===== config.mk =====
export PLATFORM = sky130hd
export DESIGN_NAME = capture_wr_queue
export DESIGN_NICKNAME = d
export VERILOG_FILES = /design/src/rtl/capture_wr_queue.sv
export SDC_FILE = /design/constraint.sdc
export NUM_CORES = 2
export LEC_CHECK = 0
export BUFFER_PORTS_ARGS = -buffer_cell sky130_fd_sc_hd__buf_2
export CAP_MARGIN = 10
export CORE_AREA = 4 4 444 446
export CTS_CLUSTER_DIAMETER = 80
export DETAILED_ROUTE_END_ITERATION = 16
export DIE_AREA = 0 0 448 450
export MAX_ROUTING_LAYER = met4
export PLACE_DENSITY = 0.64
export SLEW_MARGIN = 20
export SYNTH_ARGS = -nofsm -noshare
export SYNTH_HDL_FRONTEND = slang
export SYNTH_SLANG_ARGS = --single-unit

===== constraint.sdc =====
create_clock -name p_clk -period 36.9 [get_ports p_clk]
set_clock_uncertainty 0.05 [all_clocks]
set_input_delay 5.535 -clock p_clk [delete_from_list [all_inputs] [get_ports p_clk]]
set_output_delay 5.535 -clock p_clk [all_outputs]
set_load 0.01 [all_outputs]

===== src/rtl/capture_wr_queue.sv =====
// capture_wr_queue: FIFO between the capture stage and the DDR write arbiter.
// It counts the words in each frame and pulses frame_ready once every word of the closed frame has left the queue.
module capture_wr_queue #(
    parameter int DEPTH     = 16,
    parameter int DW        = 128,
    parameter int AW        = 25,
    parameter int EXP_WORDS = 38400
) (
    input  logic                   p_clk,
    input  logic                   rst_n,
    input  logic [DW-1:0]          in_data,
    input  logic [AW-1:0]          in_addr,
    input  logic                   in_valid,
    input  logic                   frame_sync,
    input  logic                   buf_sel,
    input  logic                   clr_err,
    output logic [DW-1:0]          wr_data,
    output logic [AW-1:0]          wr_addr,
    output logic                   wr_valid,
    input  logic                   wr_ready,
    output logic [$clog2(DEPTH):0] level,
    output logic                   overflow,
    output logic                   drain_err,
    output logic                   frame_ready,
    output logic                   frame_buf,
    output logic                   frame_ok
);
    localparam int LW = $clog2(DEPTH);
    localparam logic [LW:0] FULL = (LW+1)'(DEPTH);

    typedef enum logic [1:0] {IDLE, RUN, CLOSE} state_t;

    state_t            state_q, state_d;
    logic [DW-1:0]     data_mem [DEPTH];
    logic [AW-1:0]     addr_mem [DEPTH];
    logic [LW-1:0]     wptr_q, rptr_q;
    logic [LW:0]       level_q, pend_q, pend_d;
    logic [16:0]       cur_cnt_q, cur_cnt_d, close_cnt_q, close_cnt_d;
    logic              cur_buf_q, cur_buf_d, close_buf_q, close_buf_d;
    logic              ovf_q, derr_q, push, pop, drop, drain_set;

    assign wr_valid    = level_q != '0;
    assign pop         = wr_valid && wr_ready;
    assign push        = in_valid && state_q != IDLE && (level_q < FULL || pop);
    assign drop        = in_valid && state_q != IDLE && !push;
    assign wr_data     = wr_valid ? data_mem[rptr_q] : '0;
    assign wr_addr     = wr_valid ? addr_mem[rptr_q] : '0;
    assign level       = level_q;
    assign overflow    = ovf_q;
    assign drain_err   = derr_q;
    assign frame_ready = state_q == CLOSE && pend_q == '0;
    assign frame_buf   = frame_ready && close_buf_q;
    assign frame_ok    = frame_ready && close_cnt_q == 17'(EXP_WORDS);

    always_ff @(posedge p_clk) begin
        if (push) begin
            data_mem[wptr_q] <= in_data;
            addr_mem[wptr_q] <= in_addr;
        end
    end

    // A push that coincides with frame_sync counts toward the frame now starting.
    always_comb begin
        state_d     = state_q;
        cur_buf_d   = cur_buf_q;
        close_buf_d = close_buf_q;
        close_cnt_d = close_cnt_q;
        pend_d      = pend_q;
        drain_set   = 1'b0;
        cur_cnt_d   = (push && cur_cnt_q != '1) ? cur_cnt_q + 17'd1 : cur_cnt_q;
        if (state_q == IDLE) begin
            if (frame_sync) begin
                state_d   = RUN;
                cur_buf_d = buf_sel;
                cur_cnt_d = '0;
            end
        end else if (frame_sync) begin
            state_d     = CLOSE;
            close_buf_d = cur_buf_q;
            close_cnt_d = cur_cnt_q;
            pend_d      = level_q - (LW+1)'(pop);
            cur_buf_d   = buf_sel;
            cur_cnt_d   = 17'(push);
            drain_set   = state_q == CLOSE && pend_q != '0;
        end else if (state_q == CLOSE) begin
            pend_d  = pend_q - (LW+1)'(pop && pend_q != '0);
            state_d = pend_q == '0 ? RUN : CLOSE;
        end
    end

    always_ff @(posedge p_clk) begin
        if (!rst_n) begin
            state_q     <= IDLE;
            wptr_q      <= '0;
            rptr_q      <= '0;
            level_q     <= '0;
            pend_q      <= '0;
            cur_cnt_q   <= '0;
            close_cnt_q <= '0;
            cur_buf_q   <= 1'b0;
            close_buf_q <= 1'b0;
            ovf_q       <= 1'b0;
            derr_q      <= 1'b0;
        end else begin
            state_q     <= state_d;
            wptr_q      <= wptr_q + LW'(push);
            rptr_q      <= rptr_q + LW'(pop);
            level_q     <= level_q + (LW+1)'(push) - (LW+1)'(pop);
            pend_q      <= pend_d;
            cur_cnt_q   <= cur_cnt_d;
            close_cnt_q <= close_cnt_d;
            cur_buf_q   <= cur_buf_d;
            close_buf_q <= close_buf_d;
            ovf_q       <= drop || (ovf_q && !clr_err);
            derr_q      <= drain_set || (derr_q && !clr_err);
        end
    end
endmodule


# [After elaboration in Yosys (flattened, before gate mapping)]
# Memory sizes are Yosys's and may differ from the RTL's. A register that Yosys moved wholly into a read port is not among the register bits.
# Index checks and enable logic that the tools add are counted.
[word_totals] word_cells=71 memories=2 regBits=58 ram_bits=2448
[op_classes] order_cmp=1 n_addsub=7 n_reduce_logical=26 n_bitwise=1 muxes=19 eq_ne=4
[mem_list] memory="data_mem" words=16 width=128 read_ports=1 rd_ports_with_merged_regs=1 write_ports=1 line="34" source="logic [DW-1:0] data_mem [DEPTH];"
[mem_list] memory="addr_mem" words=16 width=25 read_ports=1 rd_ports_with_merged_regs=1 write_ports=1 line="35" source="logic [AW-1:0] addr_mem [DEPTH];"
[ops] operator="128-bit two-way mux" count=1
[ops] operator="17-bit two-way mux" count=4
[ops] operator="25-bit two-way mux" count=1
[ops] operator="17-bit by 1-bit adder with 17-bit output (second input constant)" count=1
[ops] operator="17-bit by 16-bit equality test with 1-bit output (second input constant)" count=1
[ops] operator="17-bit inequality test (second input constant)" count=1
[ops] operator="5-bit by 1-bit subtractor with 5-bit output" count=3
[ops] operator="1-bit logical AND" count=12
[ops] operator="2-bit two-way mux" count=5
[ops] operator="5-bit two-way mux" count=2
[ops] operator="5-bit nonzero test" count=2
[ops] operator="4-bit by 1-bit adder with 4-bit output" count=2
[ops] operator="4-bit two-way mux" count=2
[ops] operator="2-bit AND reduction" count=3
[ops] operator="5-bit by 1-bit adder with 5-bit output" count=1
[ops] operator="5-bit logical NOT" count=1
[ops] operator="5-bit < comparator (second input constant)" count=1
[ops] operator="1-bit two-way mux" count=4
[ops] operator="2-bit nonzero test" count=2
[ops] operator="1-bit logical OR" count=3
[ops] operator="2-bit equality test (second input constant)" count=1
[ops] operator="1-bit logical NOT" count=2
[ops] operator="2-bit logical NOT" count=1
[ops] operator="2-bit inequality test (second input constant)" count=1
[ops] operator="1-bit inverter" count=1

# [Depth between registers and ports, before layout]
[logic_depth] word_depth=8 depth_mapped=13

# [Worst setup path before layout]
# OpenSTA, ideal clock, no wires.
[synth_timing] path_type="input to register" from="input in_valid" to="memory addr_mem[0][0] (enable)" arrival_time_ns=16.462 path_stages=4 slack_ns=19.536 path_cell_list="o21a_1 -> nand2_1 -> or3_1 -> nor3_1"
[synth_between] elab_chain_cells=4
[synth_rtl] element="start, declared" line="13" source="input logic in_valid,"
[synth_rtl] element="1-bit logical AND (2 in a row)" line="44" source="assign push = in_valid && state_q != IDLE && (level_q < FULL || pop);"
[synth_rtl] element="1-bit two-way mux" line="56" source="if (push) begin"
[synth_rtl] element="1-bit two-way mux (not written as such)" line="58" source="addr_mem[wptr_q] <= in_addr;"
[synth_rtl] element="end, declared" line="35"
# No other way between the ends.

==> reports/results.ini <==
[worst_setup_path]
critPathKind = flop to output pin
crit_path_max_incr_delay_ns = 0.86
cp.required_ns = 31.31
slowest_stage = buf_4
cp-end-kind = output pin
path_buf_inv = 7
critPathLaunchType = flop
path_cells = buf_4 > buf_4 > buf_4 > buf_4 > buf_4 > buf_4 > mux4_2 > a22oi_1 > o211ai_1 > buf_2
reg2reg_setup_slack_ns = 32.50
critPathTopFamily = buffers and inverters
critPathArrivalTime_ns = 7.62
cp_max_fo = 49
crit_path_frequent_cell = buf_4

[timing]
hold_violations = 0
relSlewSlack_pct = 11.50
fmax_mhz = 75.71
tns_ns = 0
hold_slack_ns = 0.4082
worstMarginPinSlew_ns = 1.328
rsz0062_at_grt = false
maxSlewViolCount = 0
fin_crit_sh_pct = 35.80
min_period_ns = 13.21
setup_viol = 0

[clock_tree]
post_cts.repair.setup_buffers = 0
cts-root-buf = clkbuf_16
clkSinkCount = 2506
cts_hold_buf = 0
clk_latency_ns = 0.90
cts_buffer_depth = 4
cts_tree = built
cts_resized = 0
path_clk_slew_ns = 0.06
ctsHtreeMaxLevel = 5
cts_buffers = 278

[logic_synthesis]
ys_ff_latch = 2506
synthArstFlopShare_pct = 0
synth_compound_area_share_pct = 4.063
synth_xor_area_share_pct = 0.1278
netlist_area_mm2 = 0.09595
synthAdderAreaFrac_pct = 0.2425
syn_area_per_cell_um2 = 20.90
synthSimpleGateAreaFrac_pct = 2.282
yosys.area.top_type = edfxtp_1
syn_inst = 4591
synth.top_cell.area_share_pct = 76.61
synth.area.mux_share_pct = 14.03
synth_area_leaders = edfxtp_1 77%, mux4_2 11%, mux2i_1 3.2%
synth_edf_count = 2448
synth_top_family_by_area = multiplexers
yosysSeqAreaShare_pct = 77.82
syn-num-nets = 4769
synth.distinct_cells = 54
synth_warnings = 0
synth_ff_type = edfxtp_1

[drt]
routedWlPerCell_um = 30.15
detail_route.first_pass.iterations = 5
vias = 47540
viasPerCell = 6.119
dr_wl_met2_um = 114100
drt.antenna.violating_nets = 0
dr.max_layer_used = met4
drcViolationCount = 0
drt_iter0_drc = 4827
dr_wl_met3_um = 17380
wl_met1_um = 95560
wirelength_um = 234200

[worst_hold_path]
hp-class = flop to flop

[power_and_ir_drop]
p_sw_share_pct = 26.69
p_seq_share_pct = 43.8
powerDensity_mw_per_mm2 = 66.41
switchingPower_mw = 1.931
power.leakage_nw = 34.05
clkPwrFrac_pct = 35.8
ir_drop_mv = 0.05795
internal-power_mw = 5.305
p_comb_share_pct = 20.4

[placement]
hpwl_um = 109900
gp_congestion = 0.7312
port_buffers = 323
dpl.cell_count = 7251

[final_layout]
layout-drive-gt1-share_pct = 24.44
fin_util_pct = 56.58
nFillCells = 14310
finalNonFillerCells = 7769
synthToLayoutAreaGrowth_pct = 13.56
fin_nets = 5185

[floorplan]
chipWidth_um = 448
rows = 161
die_h_um = 450
io_pins = 324
die_area_mm2 = 0.2016
core_mm2 = 0.1926
floorplan.initialDensity_pct = 49.82

[status]
outcome = finished clean

[global_route]
grt_pass1_vias = 48280
grt_pass1_wl_um = 340300
antenna_found_initial = 63
grt_max_degree = 125
grt_usage_pct = 24.02
overflow = 0

[run]
cap_violations = 0

==> cells in the mapped netlist, drive strengths merged, types with 2 or more instances <==
cell	number
a21boi	19
a21oi	19
a22oi	305
a31oi	2
a41o	2
and2	17
and3	6
and4	2
buf	148
clkbuf	123
dfxtp	58
edfxtp	2448
ha	17
inv	16
mux2	3
mux2i	307
mux4	460
nand2	207
nand2b	4
nand3	165
nand3b	2
nand4	4
nor2	26
nor2b	11
nor3	6
nor4	4
nor4b	2
o211ai	152
o21a	5
o21ai	6
o21bai	2
o22ai	2
o31ai	6
or3	3
or4	8
xnor2	9
xor2	5
==> per-stage QoR <==
| stage | setup WS [ns] | area [um^2] | power, mW |
|---|---|---|---|
| detailed placement | 24.39 | 100400 | 4.734 |
| global route | 22.94 | 108900 | 7.532 |
| floorplan | 19.54 | 95950 | 4.243 |
| finish | 23.69 | 109000 | 7.236 |
| CTS | 23.40 | 108800 | 7.321 |
| global placement | 24.43 | 100400 | 4.727 |
==> worst paths after layout <==
kind	startpoint	to	cells past startpoint
setup / recovery	rptr_q[0]	wr_data[65]	10
hold / removal	close_buf_q	close_buf_q	2
setup reg to reg	state_q[1]	data_mem[5][12]	7
hold reg to reg	close_buf_q	close_buf_q	2
==> cells by family after synthesis <==
logic type | count (synthesis)
AO/OA/AOI/OAI | 525
XOR/XNOR | 14
buffers and inverters | 287
AND/OR/NAND/NOR | 471
flip-flops | 2506
multiplexers | 770
adder cells (fa/ha/maj) | 18
==> registers in the layout, indices dropped and copies added (netlist names) <==
register     flops
addr_mem       400
close_buf_q      1
close_cnt_q     17
cur_buf_q        1
cur_cnt_q       17
data_mem      2048
drain_err        1
level            5
overflow         1
pend_q           5
rptr_q           4
state_q          2
wptr_q           4
==> power groups by stage <==
stage / registers, mW / logic, mW / clock network (mW)
2_1_floorplan: 3.23 / 1.02 / 0
3_3_place_gp: 3.23 / 1.50 / 0
3_5_place_dp: 3.23 / 1.51 / 0
4_1_cts: 3.17 / 1.51 / 2.64
5_1_grt: 3.17 / 1.59 / 2.77
6_report: 3.17 / 1.48 / 2.59
==> worst min-delay path, stage by stage (launching register included) <==
cell and delay [ns]:
dfxtp_1 0.30, nand2_1 0.04, a21boi_0 0.06
==> metal layers <==
layer | vias up | track usage (%)
met5 | - | -
met2 | 1736 | 37.35
met1 | 25300 | 32.24
li1 | 20110 | -
met3 | 395 | 4.779
met4 | 0 | 7.910
==> layout make-up <==
type                       count  area [um^2]  share of cell area, %
antenna                       43        107.6                0.09875
sequential                  2506        74680                  68.54
tap                         2526         3161                  2.901
clock buffer                 333         7269                  6.672
multi-input combinational   1798        20050                  18.40
clock inverter               140         1140                  1.046
inverter                      16        60.06                0.05512
timing repair buffer         407         2487                  2.283
==> cells in the final DEF (no fill, tap or decap), types with 6 or more instances in the layout <==
master	instances
nor2_4	13
dfxtp_1	55
clkbuf_1	50
diode_2	43
or4_1	7
o31ai_1	6
inv_1	16
a21boi_0	19
buf_12	16
bufinv_16	18
clkinv_2	57
nand3_1	165
nor2b_1	9
o211ai_1	152
nor2_1	13
buf_2	323
and2_1	16
clkinvlp_4	6
a22oi_1	302
mux4_2	460
buf_4	66
clkbuf_16	283
clkinv_1	53
mux2i_1	307
xnor2_1	9
edfxtp_1	2448
a21oi_1	19
ha_1	17
nand2_1	207
No activity file was read; power rests on OpenSTA's default activity.
